===== src/rtl/npu_fifo_controller_if.sv =====
// Bundle of EX request, NPU input/result and status signals for the NPU FIFO controller.
// Latency: none (wires only).
// Backpressure: carries the stall, npu_valid/npu_ready and resp_valid/resp_ready handshakes.
interface npu_fifo_controller_if #(
  parameter int AW = 3
);
  logic          cfg_we;
  logic [31:0]   cfg_data;
  logic          enq_we;
  logic [31:0]   enq_data;
  logic          deq_re;
  logic [31:0]   deq_data;
  logic          stall;
  logic          npu_valid;
  logic [31:0]   npu_data;
  logic          npu_is_cfg;
  logic          npu_ready;
  logic          npu_resp_valid;
  logic [31:0]   npu_resp_data;
  logic          npu_resp_ready;
  logic [AW:0]   cfg_count;
  logic [AW:0]   enq_count;
  logic [AW:0]   deq_count;
  logic          busy;

  // Controller side.
  modport slave (
    input  cfg_we, cfg_data, enq_we, enq_data, deq_re,
    input  npu_ready, npu_resp_valid, npu_resp_data,
    output deq_data, stall, npu_valid, npu_data, npu_is_cfg,
    output npu_resp_ready, cfg_count, enq_count, deq_count, busy
  );

  // EX stage / NPU side.
  modport master (
    output cfg_we, cfg_data, enq_we, enq_data, deq_re,
    output npu_ready, npu_resp_valid, npu_resp_data,
    input  deq_data, stall, npu_valid, npu_data, npu_is_cfg,
    input  npu_resp_ready, cfg_count, enq_count, deq_count, busy
  );
endinterface


===== src/rtl/npu_fifo_controller.sv =====
// Buffers EX config/enqueue words onto the NPU input bus (config first) and NPU results for dequeue.
// Latency: 2 cycles from an enqueue into an empty FIFO to npu_valid; dequeue data is combinational.
// Backpressure: stall when a requested FIFO is full/empty (registered state); npu_ready holds the output word.
module npu_fifo_controller #(
  parameter int DEPTH = 8,
  parameter int AW    = 3
) (
  input  logic iClk,
  input  logic iRst_n,
  npu_fifo_controller_if.slave bus
);

  localparam logic [1:0] ST_IDLE      = 2'd0;
  localparam logic [1:0] ST_SEND_CFG  = 2'd1;
  localparam logic [1:0] ST_SEND_DATA = 2'd2;

  logic [31:0] cfg_mem [DEPTH];
  logic [31:0] enq_mem [DEPTH];
  logic [31:0] res_mem [DEPTH];

  logic [AW:0] cfg_wr, cfg_rd;
  logic [AW:0] enq_wr, enq_rd;
  logic [AW:0] res_wr, res_rd;

  logic [1:0]  state;
  logic        npu_valid_q;
  logic [31:0] npu_data_q;
  logic        npu_is_cfg_q;

  logic cfg_full, cfg_empty;
  logic enq_full, enq_empty;
  logic res_full, res_empty;
  logic stall;
  logic cfg_push, enq_push, res_push, res_pop;
  logic load, cfg_pop, enq_pop;

  // Full: same slot index, different lap bit. Empty: pointers identical.
  assign cfg_full  = (cfg_wr[AW] != cfg_rd[AW]) && (cfg_wr[AW-1:0] == cfg_rd[AW-1:0]);
  assign enq_full  = (enq_wr[AW] != enq_rd[AW]) && (enq_wr[AW-1:0] == enq_rd[AW-1:0]);
  assign res_full  = (res_wr[AW] != res_rd[AW]) && (res_wr[AW-1:0] == res_rd[AW-1:0]);
  assign cfg_empty = (cfg_wr == cfg_rd);
  assign enq_empty = (enq_wr == enq_rd);
  assign res_empty = (res_wr == res_rd);

  // Any one blocked EX request freezes all EX requests this cycle; a same-cycle
  // FSM pop does not relieve a full FIFO because the flags are registered state.
  assign stall    = (bus.cfg_we & cfg_full) | (bus.enq_we & enq_full) | (bus.deq_re & res_empty);
  assign cfg_push = bus.cfg_we & ~stall;
  assign enq_push = bus.enq_we & ~stall;
  assign res_pop  = bus.deq_re & ~stall;
  assign res_push = bus.npu_resp_valid & ~res_full;

  // Output register reloads when idle or on a handshake; config wins over data.
  assign load    = (state == ST_IDLE) | (npu_valid_q & bus.npu_ready);
  assign cfg_pop = load & ~cfg_empty;
  assign enq_pop = load & cfg_empty & ~enq_empty;

  assign bus.stall          = stall;
  assign bus.deq_data       = res_mem[res_rd[AW-1:0]];
  assign bus.npu_valid      = npu_valid_q;
  assign bus.npu_data       = npu_data_q;
  assign bus.npu_is_cfg     = npu_is_cfg_q;
  assign bus.npu_resp_ready = ~res_full;
  assign bus.cfg_count      = cfg_wr - cfg_rd;
  assign bus.enq_count      = enq_wr - enq_rd;
  assign bus.deq_count      = res_wr - res_rd;
  assign bus.busy           = ~cfg_empty | ~enq_empty | ~res_empty | npu_valid_q;

  // FIFO storage writes; contents are deliberately left unreset.
  always_ff @(posedge iClk) begin
    if (cfg_push) cfg_mem[cfg_wr[AW-1:0]] <= bus.cfg_data;
    if (enq_push) enq_mem[enq_wr[AW-1:0]] <= bus.enq_data;
    if (res_push) res_mem[res_wr[AW-1:0]] <= bus.npu_resp_data;
  end

  // Pointer updates; a push and a pop on the same FIFO in one cycle leave the count unchanged.
  always_ff @(posedge iClk) begin
    if (!iRst_n) begin
      cfg_wr <= '0;
      cfg_rd <= '0;
      enq_wr <= '0;
      enq_rd <= '0;
      res_wr <= '0;
      res_rd <= '0;
    end else begin
      if (cfg_push) cfg_wr <= cfg_wr + 1'b1;
      if (cfg_pop)  cfg_rd <= cfg_rd + 1'b1;
      if (enq_push) enq_wr <= enq_wr + 1'b1;
      if (enq_pop)  enq_rd <= enq_rd + 1'b1;
      if (res_push) res_wr <= res_wr + 1'b1;
      if (res_pop)  res_rd <= res_rd + 1'b1;
    end
  end

  // NPU output FSM: load the next head on idle or handshake, otherwise hold the word stable.
  always_ff @(posedge iClk) begin
    if (!iRst_n) begin
      state        <= ST_IDLE;
      npu_valid_q  <= 1'b0;
      npu_data_q   <= '0;
      npu_is_cfg_q <= 1'b0;
    end else if (load) begin
      if (cfg_pop) begin
        state        <= ST_SEND_CFG;
        npu_valid_q  <= 1'b1;
        npu_data_q   <= cfg_mem[cfg_rd[AW-1:0]];
        npu_is_cfg_q <= 1'b1;
      end else if (enq_pop) begin
        state        <= ST_SEND_DATA;
        npu_valid_q  <= 1'b1;
        npu_data_q   <= enq_mem[enq_rd[AW-1:0]];
        npu_is_cfg_q <= 1'b0;
      end else begin
        state        <= ST_IDLE;
        npu_valid_q  <= 1'b0;
      end
    end
  end

endmodule

===== src/flat_wrapper.sv =====
// flat-port wrapper written by rule: the top's interface ports become plain ports
module npu_fifo_controller_flat 
#(
  parameter int DEPTH = 8,
  parameter int AW    = 3
)
  (iClk, iRst_n, bus_cfg_we, bus_cfg_data, bus_enq_we, bus_enq_data, bus_deq_re, bus_npu_ready, bus_npu_resp_valid, bus_npu_resp_data, bus_deq_data, bus_stall, bus_npu_valid, bus_npu_data, bus_npu_is_cfg, bus_npu_resp_ready, bus_cfg_count, bus_enq_count, bus_deq_count, bus_busy);
  npu_fifo_controller_if #(.AW(AW)) bus_i ();
  input  logic iClk;
  input  logic iRst_n;
  input wire logic [$bits(bus_i.cfg_we)-1:0] bus_cfg_we;
  input wire logic [$bits(bus_i.cfg_data)-1:0] bus_cfg_data;
  input wire logic [$bits(bus_i.enq_we)-1:0] bus_enq_we;
  input wire logic [$bits(bus_i.enq_data)-1:0] bus_enq_data;
  input wire logic [$bits(bus_i.deq_re)-1:0] bus_deq_re;
  input wire logic [$bits(bus_i.npu_ready)-1:0] bus_npu_ready;
  input wire logic [$bits(bus_i.npu_resp_valid)-1:0] bus_npu_resp_valid;
  input wire logic [$bits(bus_i.npu_resp_data)-1:0] bus_npu_resp_data;
  output wire logic [$bits(bus_i.deq_data)-1:0] bus_deq_data;
  output wire logic [$bits(bus_i.stall)-1:0] bus_stall;
  output wire logic [$bits(bus_i.npu_valid)-1:0] bus_npu_valid;
  output wire logic [$bits(bus_i.npu_data)-1:0] bus_npu_data;
  output wire logic [$bits(bus_i.npu_is_cfg)-1:0] bus_npu_is_cfg;
  output wire logic [$bits(bus_i.npu_resp_ready)-1:0] bus_npu_resp_ready;
  output wire logic [$bits(bus_i.cfg_count)-1:0] bus_cfg_count;
  output wire logic [$bits(bus_i.enq_count)-1:0] bus_enq_count;
  output wire logic [$bits(bus_i.deq_count)-1:0] bus_deq_count;
  output wire logic [$bits(bus_i.busy)-1:0] bus_busy;
  assign bus_i.cfg_we = bus_cfg_we;
  assign bus_i.cfg_data = bus_cfg_data;
  assign bus_i.enq_we = bus_enq_we;
  assign bus_i.enq_data = bus_enq_data;
  assign bus_i.deq_re = bus_deq_re;
  assign bus_i.npu_ready = bus_npu_ready;
  assign bus_i.npu_resp_valid = bus_npu_resp_valid;
  assign bus_i.npu_resp_data = bus_npu_resp_data;
  assign bus_deq_data = bus_i.deq_data;
  assign bus_stall = bus_i.stall;
  assign bus_npu_valid = bus_i.npu_valid;
  assign bus_npu_data = bus_i.npu_data;
  assign bus_npu_is_cfg = bus_i.npu_is_cfg;
  assign bus_npu_resp_ready = bus_i.npu_resp_ready;
  assign bus_cfg_count = bus_i.cfg_count;
  assign bus_enq_count = bus_i.enq_count;
  assign bus_deq_count = bus_i.deq_count;
  assign bus_busy = bus_i.busy;
  npu_fifo_controller #(.DEPTH(DEPTH), .AW(AW)) u_core (.iClk(iClk), .iRst_n(iRst_n), .bus(bus_i));
endmodule

===== config.mk =====
export PLATFORM = sky130hd
export DESIGN_NAME = npu_fifo_controller_flat
export DESIGN_NICKNAME = d
export VERILOG_FILES = /design/src/rtl/npu_fifo_controller_if.sv /design/src/rtl/npu_fifo_controller.sv /design/src/flat_wrapper.sv
export SDC_FILE = /design/constraint.sdc
export NUM_CORES = 1
export LEC_CHECK = 0
export ABC_AREA = 1
export BUFFER_PORTS_ARGS = -buffer_cell sky130_fd_sc_hd__buf_2
export CORE_MARGIN = 2
export CORE_UTILIZATION = 61
export DETAILED_ROUTE_END_ITERATION = 7
export GPL_ROUTABILITY_DRIVEN = 0
export GPL_TIMING_DRIVEN = 1
export HOLD_SLACK_MARGIN = 0.1
export PLACE_DENSITY = 0.87
export REMOVE_ABC_BUFFERS = 1
export SYNTH_ARGS = -nofsm -noshare
export SYNTH_HDL_FRONTEND = slang
export SYNTH_SLANG_ARGS = --single-unit

===== constraint.sdc =====
create_clock -name iClk -period 5.3 [get_ports iClk]
set_input_delay 0.53 -clock iClk [delete_from_list [all_inputs] [get_ports iClk]]
set_output_delay 0.53 -clock iClk [all_outputs]
set_load 0.05 [all_outputs]

## After elaboration in Yosys (flattened, before gate mapping)

Memories as Yosys holds them, arrays and structs flattened. A register that Yosys moved wholly into a read port is not among the register bits.
Cells that the tools add are included.

| word-level totals | value |
|---|---|
| RAM bits | 768 |
| register bits after elaboration | 60 |
| output and inout bits | 81 |
| memories kept | 3 |
| latch bits | 0 |
| memory bits (read-only) | 0 |

Memory list:

| memory | words | width | rd ports | clocked after Yosys merged registers in | wr ports | line | text |
|---|---|---|---|---|---|---|---|
| u_core.cfg_mem | 8 | 32 | 1 | 1 | 1 | npu_fifo_controller.sv:17 | `logic [31:0] cfg_mem [DEPTH];` |
| u_core.enq_mem | 8 | 32 | 1 | 1 | 1 | npu_fifo_controller.sv:18 | `logic [31:0] enq_mem [DEPTH];` |
| u_core.res_mem | 8 | 32 | 1 | 1 | 1 | npu_fifo_controller.sv:19 | `logic [31:0] res_mem [DEPTH];` |

| operators by class | value |
|---|---|
| $lt $le $gt $ge | 0 |
| add/sub/neg operators | 9 |
| bitwise gates (word level) | 22 |
| eq/ne operators | 9 |
| divide/modulo/power cells | 0 |
| reduce and logical (&&, ||, !) cells | 6 |
| shift-type cells | 0 |
| muxes and demuxes | 20 |
| multipliers | 0 |

Operator list:

| operator | count |
|---|---|
| 32-bit 2-to-1 mux | 2 |
| 4-bit by 1-bit adder with 4-bit output (second input constant) | 6 |
| 3-bit 2-to-1 mux | 6 |
| 4-bit equality test | 3 |
| 4-bit subtractor | 3 |
| 1-bit AND | 11 |
| 1-bit 2-to-1 mux | 10 |
| 3-bit equality test | 3 |
| 1-bit bitwise OR | 6 |
| 1-bit NOT | 5 |
| 2-bit 2-to-1 mux | 2 |
| 1-bit logical AND | 3 |
| 1-bit inequality test | 3 |
| 2-bit logical NOT | 1 |
| 2-bit AND reduction | 1 |
| 2-bit nonzero test | 1 |

## Depth between registers and ports, before layout

Gate-level depths: netlist (run 1).

| logic depth | value |
|---|---|
| word-level depth | 9 |
| mapped depth | 12 |
| depth with buffers taken out | 10 |

## Worst setup path before layout (run 1)

OpenSTA, ideal clock, no wires.

| timing | value |
|---|---|
| kind | reg-to-reg |
| from | reg u_core.res_wr[0] |
| to | mem u_core.res_mem[6][0] (enable) |
| library setup time | 0.461 ns |
| clock period less this slack | 4.503 ns |
| stages on the path, launching flop included | 8 |
| arrival | 4.042 ns |
| setup slack | 0.797 ns |
| cell sequence | dfxtp_1 -> inv_1 -> ha_1 -> inv_1 -> nor2_1 -> nand2_1 -> nand3_1 -> nor3_1 |

| on the way | value |
|---|---|
| word-level cells in the longest chain between the ends | 6 |

RTL lines:

| element | line | text |
|---|---|---|
| start, declared | npu_fifo_controller.sv:23 | `logic [AW:0] res_wr, res_rd;` |
| start signal, assigned | npu_fifo_controller.sv:90 | `if (res_push) res_wr <= res_wr + 1'b1;` |
| 3-bit equality test | npu_fifo_controller.sv:40 | `assign res_full = (res_wr[AW] != res_rd[AW]) && (res_wr[AW-1:0] == res_rd[AW-1:0]);` |
| 1-bit logical AND | npu_fifo_controller.sv:40 |  |
| 1-bit NOT | n/a |  |
| named net bus_npu_resp_ready | flat_wrapper.sv:24 | `output wire logic [$bits(bus_i.npu_resp_ready)-1:0] bus_npu_resp_ready;` |
| 1-bit AND | npu_fifo_controller.sv:51 | `assign res_push = bus.npu_resp_valid & ~res_full;` |
| 1-bit 2-to-1 mux | npu_fifo_controller.sv:73 | `if (res_push) res_mem[res_wr[AW-1:0]] <= bus.npu_resp_data;` |
| 1-bit 2-to-1 mux (not written as such) | npu_fifo_controller.sv:73 |  |
| end, declared | npu_fifo_controller.sv:19 |  |

The timed path passes the listed nets, and every way through them passes these cells.

==> results of run 1 <==
==> final timing paths <==
kind | startpoint | endpoint | depth (start not counted)
max | flip-flop | bus_deq_data[14] | 6
min | bus_cfg_data[6] | u_core.cfg_mem[4][6] | 1
max reg2reg | u_core.res_rd[2] | u_core.enq_mem[6][13] | 9
min reg2reg | u_core.enq_wr[3] | u_core.enq_wr[3] | 2
==> power breakdown <==
| part | switching, W | internal, W | total, W |
|---|---|---|---|
| Clock | 0.00245 | 0.00334 | 0.00580 |
| Combinational | 0.00384 | 0.00126 | 0.00510 |
| Sequential | 0.000296 | 0.00755 | 0.00785 |
==> cells in the final DEF, fill, tap and decap left out, types with 3 or more instances in the layout <==
master | synthesis | final
sky130_fd_sc_hd__xnor2_1 | 3 | 3
sky130_fd_sc_hd__a21oi_1 | 59 | 59
sky130_fd_sc_hd__ha_1 | 15 | 15
sky130_fd_sc_hd__o21ai_0 | 74 | 74
sky130_fd_sc_hd__inv_2 | 5 | 5
sky130_fd_sc_hd__buf_4 | 9 | 26
sky130_fd_sc_hd__clkbuf_16 | 0 | 86
sky130_fd_sc_hd__clkbuf_1 | 56 | 24
sky130_fd_sc_hd__o32ai_1 | 64 | 64
sky130_fd_sc_hd__clkinv_2 | 1 | 18
sky130_fd_sc_hd__dfxtp_1 | 69 | 63
sky130_fd_sc_hd__xor2_1 | 11 | 11
sky130_fd_sc_hd__inv_1 | 363 | 360
sky130_fd_sc_hd__bufinv_16 | 0 | 7
sky130_fd_sc_hd__nor3_1 | 4 | 3
sky130_fd_sc_hd__nand2_2 | 3 | 3
sky130_fd_sc_hd__dfxtp_4 | 0 | 4
sky130_fd_sc_hd__nand2_1 | 964 | 964
sky130_fd_sc_hd__nand3_1 | 370 | 370
sky130_fd_sc_hd__buf_2 | 88 | 183
sky130_fd_sc_hd__nand4_1 | 4 | 4
sky130_fd_sc_hd__nor2_4 | 3 | 26
sky130_fd_sc_hd__edfxtp_1 | 768 | 768
sky130_fd_sc_hd__nor2_1 | 233 | 210
sky130_fd_sc_hd__diode_2 | 0 | 12
sky130_fd_sc_hd__clkinv_1 | 2 | 17
sky130_fd_sc_hd__fa_1 | 3 | 3
==> cell type report <==
class | count | area [µm²] | share of cell area, %
tap | 756 | 946 | 2.43
timing repair buffer | 209 | 1110 | 2.85
clock buffer | 111 | 2260 | 5.80
inverter | 371 | 1400 | 3.59
clock inverter | 42 | 423 | 1.09
multi-input combinational | 1818 | 8290 | 21.3
antenna | 12 | 30.0 | 0.0772
sequential | 837 | 24500 | 62.9
==> routing by layer <==
| layer | part of all wire [%] | GRT usage [%] | up-vias |
|---|---|---|---|
| li1 | - | - | 10900 |
| met1 | 37 | 35.0 | 11400 |
| met2 | 48 | 45.4 | 1436 |
| met3 | 9.5 | 5.65 | 306 |
| met4 | 4.9 | 14.9 | 14 |
| met5 | 0.11 | 0 | - |
==> flip-flops by register name (all words and copies together) (netlist names), named ones only <==
| name | flops |
|---|---|
| u_core.cfg_mem | 256 |
| u_core.enq_mem | 256 |
| u_core.res_mem | 256 |
| u_core.bus.npu_data | 32 |
| u_core.cfg_rd | 4 |
| u_core.cfg_wr | 4 |
| u_core.enq_rd | 4 |
| u_core.enq_wr | 4 |
| u_core.res_rd | 4 |
| u_core.res_wr | 4 |
| u_core.state | 2 |
| u_core.bus.npu_is_cfg | 1 |
| u_core.bus.npu_valid | 1 |
==> critical path: cells and delay by family (launching register included) <==
family,cells,cell delay (ns)
AO/OA/AOI/OAI,1,0.40
buffers and inverters,2,1.06
AND/OR/NAND/NOR,3,0.40
flip-flops,1,0.60
==> stage by stage <==
stage               area, µm²  utilization, %
CTS                     38900            69.0
detailed placement      36200            64.2
floorplan               34000               -
global route            38900            69.0
finish                  38900            69.0
global placement        36200            64.2
==> cells by family after synthesis <==
kind of cell,after synthesis,share of synthesized area [%]
fa+ha+maj,18,0.713
xor+xnor,14,0.353
compound gates,201,3.63
buf+inv,536,6.34
simple gates,1585,18.7
flops,837,70.3
==> results.txt, run 1 <==
----------------------------------------------------
[Run status]
  Outcome ... finished, final reports clean

[CTS]
  Resized cells post-CTS ... 0
  CTS sink cnt ... 837
  Number of levels the H-tree was split into ... 3
  Post-CTS setup buffers ... 0
  Clock root buffer ... sky130_fd_sc_hd__clkbuf_16
  Number of clock buffers inserted by TritonCTS ... 82
  CTS clock-pin slew for the worst setup and hold paths ... 0.06 ns
  Buffers from clock root to sink, at most ... 3
  CTS tree ... done
  Source-to-sink clock delay at the later pin of the worst-skew pair ... 0.64 ns
  Number of hold buffers added after CTS ... 0

[Worst setup path]
  Kind of capture point of the worst setup path ... output port
  Cells traversed along the worst timing path ... buf_4 -> nor2_1 -> o32ai_1 -> nand2_1 -> nand2_1 -> buf_2
  CP startpoint kind ... flip-flop
  Longest individual stage delay on the worst path ... 0.79 ns
  Minimum setup slack among reg-to-reg paths ... 2.11 ns
  Cell repeated most along the worst path ... sky130_fd_sc_hd__nand2_1
  Cell with the biggest individual delay on the critical path ... sky130_fd_sc_hd__buf_4
  Worst path required time ... 4.77 ns
  Worst setup path class ... flip-flop to output port
  Crit path arrival time ... 3.13 ns
  Highest fanout seen on the critical path ... 92

[Place]
  Placed Cells ... 3991
  I/O Buffers ... 183
  Dpl ws ... 2.23 ns
  Detailed placer's ending HPWL ... 45300 µm

[Route]
  DR WL/cell ... 20.1 µm
  Number of iterations in the first detailed-routing pass ... 6
  Total via count after detailed routing ... 24100
  Average via count per standard cell ... 5.79
  DRT iter0 DRCs ... 2861
  Detailed Route WL ... 83400 µm
  DRC Markers ... 0
  Antenna-violating nets left ... 0

[Synth]
  Distinct cell type count of the synthesized netlist ... 32
  Average size of a mapped cell ... 10.9 µm²
  Number of synthesized register bits ... 837
  Synth warn ... 0
  Fraction of synthesized cell area taken by the top area cell type ... 66.3%
  Post-synthesis instance area ... 34800 µm²
  Share of synthesized flip-flops with an asynchronous set or reset ... 0%
  Most frequent cells after synthesis ... sky130_fd_sc_hd__nand2_1 (964), sky130_fd_sc_hd__edfxtp_1 (768), sky130_fd_sc_hd__nand3_1 (370)
  Flip-flop cell with the highest count after synthesis ... sky130_fd_sc_hd__edfxtp_1
  Number of enable-type register cells in the synthesized netlist ... 768
  Post-synthesis cell count ... 3191
  Most area-hungry cell type in the Yosys netlist ... sky130_fd_sc_hd__edfxtp_1
  Share of synthesized area occupied by flip-flops and latches ... 70.3%
  Most repeated cell in the gate-level netlist after synthesis ... sky130_fd_sc_hd__nand2_1
  Largest cells by area after synthesis ... sky130_fd_sc_hd__edfxtp_1 (66%), sky130_fd_sc_hd__nand2_1 (10%), sky130_fd_sc_hd__nand3_1 (5.3%)

[Timing]
  Clock Skews ... 0.0276 ns
  Unrepaired setup endpoints after global routing ... no
  Final setup violation count ... 0
  Actual transition at the worst max-transition pin ... 1.25 ns
  Final period utilization ... 69.0%
  Number of hold violations in the final report ... 0
  Final count of pins violating max slew ... 0
  Setup WS post-layout ... 1.64 ns
  Achievable clock frequency ... 273 MHz
  Final sum of negative setup slack ... 0 ns
  Final Hold Slack ... 0.153 ns
  Fin crit period ... 3.66 ns
  Worst relative slew slack ... 16.7%

[Final layout]
  Total of fill cells in the finished design ... 3582
  Post-route non-filler standard cell count ... 4156
  Layout-stage area growth over the synthesis result ... 12.0%
  Net total in the final layout ... 3440
  Share of layout cells above drive strength 1 ... 11.0%

[GRT]
  First-pass GRT wire length ... 126000 µm
  Vias in the first global route ... 23400
  Overflow left after global routing ... 0
  Largest net degree at the start of global routing ... 105
  Overall fraction of global-route tracks in use ... 27.7%
  Initial antenna violation count ... 14

[Floorplan]
  DIE WIDTH ... 243 µm
  DIE HEIGHT ... 243 µm
  Number of standard-cell rows in the floorplan ... 87
  Core footprint ... 56400 µm²
  Effective utilization at floorplan ... 61.7%
  Area of the die ... 58900 µm²
  Top-level I/O count ... 184

[Power]
  Power per Cell Area ... 482 nW/µm²
  Total Power Consumption ... 0.0187 W
  Leakage power total ... 15.6 nW
  Peak supply drop ... 444 µV

[Job]
  Max capacitance violation total ... 0

[Min path]
  Path category of the worst min-delay check ... input port to flip-flop

----------------------------------------------------
Power figures use the tool's default switching activity.
==> run 2, diff against run 1 <==
ABC_AREA = 0   (was 1)
CORE_UTILIZATION = 60   (was 61)
PLACE_DENSITY = 0.86   (was 0.87)
clock period = 3.4 ns   (was 5.3 ns; I/O delays follow)
==> results.txt, run 2 <==
----------------------------------------------------
[Power]
  Clock power share ... 33.0% (+2.1 points)
  Internal power contribution ... 0.0189 W (+55%)
  Sw frac ... 29.7% (-5.5 points)
  Combinational share of power ... 21.7% (-5.5 points)
  Net switching power figure ... 0.00797 W (+21%)
  Power per Cell Area ... 707 nW/µm² (+47%)
  Share of power burned in registers ... 45.3% (+3.4 points)
  Leakage power total ... 12.3 nW (-21%)
  Peak supply drop ... 612 µV (+38%)

[Worst setup path]
  Critical register-to-register path startpoint ... u_core.enq_wr[0]
  Kind of capture point of the worst setup path ... output port
  Crit path arrival time ... 2.90 ns (-0.23 ns)
  Highest fanout seen on the critical path ... 8 (-91%)
  Minimum setup slack among reg-to-reg paths ... 0.27 ns (-1.84 ns)
  Worst setup path class ... flip-flop to output port
  R2r worst-path depth ... 7 (-2)
  Worst flop-to-flop path endpoint ... u_core.cfg_mem[1][30]
  Worst path required time ... 3.06 ns (-1.71 ns)
  CP startpoint kind ... flip-flop

[Timing]
  Achievable clock frequency ... 309 MHz
  Worst relative slew slack ... 38.0% (+21 points)
  Final Hold Slack ... 0.176 ns (+0.0232 ns)
  Final setup violation count ... 0 (unchanged)
  Number of hold violations in the final report ... 0 (unchanged)
  Final period utilization ... 95.2%
  Setup WS post-layout ... 0.164 ns (-1.48 ns)
  Fin crit period ... 3.24 ns
  Final count of pins violating max slew ... 0 (unchanged)
  Actual transition at the worst max-transition pin ... 0.930 ns (-0.317 ns)
  Unrepaired setup endpoints after global routing ... no
  Clock Skews ... 0.0254 ns (-0.00214 ns)

[CTS]
  Source-to-sink clock delay at the later pin of the worst-skew pair ... 0.64 ns (about the same)
  Buffers from clock root to sink, at most ... 3 (unchanged)
  CTS sink cnt ... 837 (unchanged)
  Number of clock buffers inserted by TritonCTS ... 80 (-2.4%)
  Clock root buffer ... sky130_fd_sc_hd__clkbuf_16
  CTS clock-pin slew for the worst setup and hold paths ... 0.06 ns (about the same)
  Post-CTS setup buffers ... 0 (unchanged)
  Number of levels the H-tree was split into ... 3 (unchanged)
  CTS tree ... done

[Floorplan]
  DIE WIDTH ... 236 µm (-2.9%)
  Core footprint ... 52800 µm² (-6.4%)
  Number of standard-cell rows in the floorplan ... 84 (-3.4%)
  Effective utilization at floorplan ... 61.0% (-0.65 points)
  Top-level I/O count ... 184 (unchanged)
  DIE HEIGHT ... 236 µm (-2.9%)
  Area of the die ... 55500 µm² (-5.8%)

[Final layout]
  FF/Latch Area ... 24500 µm² (about the same)
  Multi-input gate area in the final layout ... 7380 µm² (-11%)
  Share of layout cells above drive strength 1 ... 26.9% (+16 points)
  Layout-stage area growth over the synthesis result ... 17.8%
  Commonest cells after routing, fill and taps aside ... sky130_fd_sc_hd__edfxtp_1 (768), sky130_fd_sc_hd__buf_2 (183), sky130_fd_sc_hd__mux2i_1 (135)
  Most common cell after layout, fill and taps aside ... sky130_fd_sc_hd__edfxtp_1
  Post-route non-filler standard cell count ... 2722 (-35%)
  Net total in the final layout ... 2090 (-39%)
  Total of fill cells in the finished design ... 2892 (-19%)

[Route]
  Number of iterations in the first detailed-routing pass ... 8 (+2)
  DRT iter0 DRCs ... 2164 (-24%)
  Average via count per standard cell ... 6.46 (+11%)
  DR WL/cell ... 27.5 µm (+37%)
  DRC Markers ... 0 (unchanged)
  Antenna-violating nets left ... 0 (unchanged)
  Total via count after detailed routing ... 17600 (-27%)
  Detailed Route WL ... 75000 µm (-10%)

[Synth]
  Largest cells by area after synthesis ... sky130_fd_sc_hd__edfxtp_1 (72%), sky130_fd_sc_hd__mux4_2 (9.0%), sky130_fd_sc_hd__dfxtp_1 (4.3%)
  Most area-hungry cell type in the Yosys netlist ... sky130_fd_sc_hd__edfxtp_1
  Number of synthesized register bits ... 837 (unchanged)
  Share of synthesized flip-flops with an asynchronous set or reset ... 0% (unchanged)
  Most repeated cell in the gate-level netlist after synthesis ... sky130_fd_sc_hd__edfxtp_1
  Post-synthesis cell count ... 1649 (-48%)
  Post-synthesis instance area ... 32200 µm² (-7.4%)
  Average size of a mapped cell ... 19.5 µm² (+79%)
  Synth warn ... 0 (unchanged)
  Flip-flop cell with the highest count after synthesis ... sky130_fd_sc_hd__edfxtp_1
  Share of synthesized area occupied by flip-flops and latches ... 75.9% (+5.6 points)
  Distinct cell type count of the synthesized netlist ... 47 (+47%)
  Most frequent cells after synthesis ... sky130_fd_sc_hd__edfxtp_1 (768), sky130_fd_sc_hd__mux2i_1 (135), sky130_fd_sc_hd__mux4_2 (128)
  Fraction of synthesized cell area taken by the top area cell type ... 71.7% (+5.3 points)
  Number of enable-type register cells in the synthesized netlist ... 768 (unchanged)

[GRT]
  Largest net degree at the start of global routing ... 61 (-42%)
  Vias in the first global route ... 18100 (-22%)
  Overall fraction of global-route tracks in use ... 27.2% (-0.46 points)
  Initial antenna violation count ... 4 (-10)
  Overflow left after global routing ... 0 (unchanged)
  First-pass GRT wire length ... 113000 µm (-10%)

[Min path]
  Cell depth of the worst min-delay path ... 4 (+3)
  Sink of the worst hold path ... u_core.res_wr[2]
  Path category of the worst min-delay check ... input port to flip-flop
  Hold path start ... bus_npu_resp_valid

[Place]
  Detailed placer's ending HPWL ... 42200 µm (-6.9%)
  I/O Buffers ... 183 (unchanged)
  Placed Cells ... 2474 (-38%)
  Dpl ws ... 0.394 ns (-1.84 ns)

[Job]
  Max capacitance violation total ... 0 (unchanged)

[Run status]
  Outcome ... finished, final reports clean

----------------------------------------------------
[run 2: cell types whose count changed after synthesis, sizes merged, moves of 39 or more]
| cell | previous run | this run |
|---|---|---|
| nand2 | 969 | 25 |
| inv | 368 | 25 |
| nand3 | 372 | 43 |
| nor2 | 236 | 18 |
| mux2i | 0 | 135 |
| mux4 | 0 | 128 |
| buf | 109 | 37 |
| a22oi | 0 | 64 |
| o32ai | 64 | 0 |
| o21ai | 78 | 39 |
[run 2: layout make-up]
cell class | count | area share [%]
multi-input cells | 694 | 19.5
diodes | 1 | 0.00660
clock inverters | 38 | 1.05
repair buffers | 331 | 6.70
inverters | 25 | 0.247
well taps | 688 | 2.27
clock buffers | 108 | 5.77
flip-flops and latches | 837 | 64.5
[run 2: worst max-delay path: stages, from the launching register on]
cell                      delay [ns]
sky130_fd_sc_hd__dfxtp_1        0.55
sky130_fd_sc_hd__inv_1          0.21
sky130_fd_sc_hd__ha_1           0.38
sky130_fd_sc_hd__nand4_1        0.18
sky130_fd_sc_hd__o22a_1         0.34
sky130_fd_sc_hd__nand2_1        0.24
sky130_fd_sc_hd__buf_2          0.37
[run 2: worst max path at each step]
stage | start | to | slack (ns) | cells past startpoint
detailed placement | u_core.cfg_wr[0] | u_core.cfg_mem[3][15] | 0.39 | 7
global route | u_core.enq_wr[0] | bus_busy | 0.06 | 6
finish | u_core.enq_wr[0] | bus_stall | 0.16 | 6
floorplan | u_core.cfg_wr[0] | u_core.cfg_mem[0][0] | -1.69 | 6
global placement | u_core.cfg_wr[0] | u_core.cfg_mem[2][30] | 0.54 | 7
CTS | u_core.cfg_wr[0] | bus_busy | 0.1 | 6
[run 2: per-stage QoR]
stage | utilization, % | TNS (ns) | area, µm² | power (W)
final | 71.9 | 0 | 37900 | 0.0268
after global routing | 71.9 | 0 | 37900 | 0.0276
after detailed placement | 65.1 | 0 | 34300 | 0.0179
after global placement | 65.1 | 0 | 34300 | 0.0177
after floorplan | - | -864.89 | 31800 | 0.0163
after CTS | 71.9 | 0 | 37900 | 0.0268
[run 2: what timing repair did]
item                                    in CTS  in global routing
endpoints found under the setup margin       0                  1
resized for setup                            0                  1
endpoints found under the hold margin      779                  0
hold buffers                               101                  0
[run 2: cells by family (layout without fill, tap and decap cells)]
group | Yosys count | after routing | share of synthesized area (%)
DFF | 837 | 837 | 75.9
muxes | 295 | 295 | 14.3
AOI/OAI and AO/OA | 210 | 210 | 4.40
and+or+nand+nor | 156 | 156 | 2.54
buffers and inverters | 118 | 502 | 1.62
adders and majority gates | 18 | 18 | 0.770
xor gates and xnor gates | 15 | 15 | 0.455
other | 0 | 1 | 0
[run 2: metal layers]
layer / part of all wire (%) / global-route usage [%]
met5: 0.048 / 0
met4: 2.9 / 9.28
met2: 53 / 47.7
met1: 36 / 34.1
met3: 8.5 / 5.58
[run 2: power by group through the flow]
stage / Combinational [W] / Clock, W / Sequential (W)
after detailed placement: 0.00559 / 0 / 0.0123
after CTS: 0.00579 / 0.00887 / 0.0121
after global routing: 0.00614 / 0.00930 / 0.0122
after floorplan: 0.00331 / 0 / 0.0130
after global placement: 0.00539 / 0 / 0.0123
final: 0.00583 / 0.00884 / 0.0122
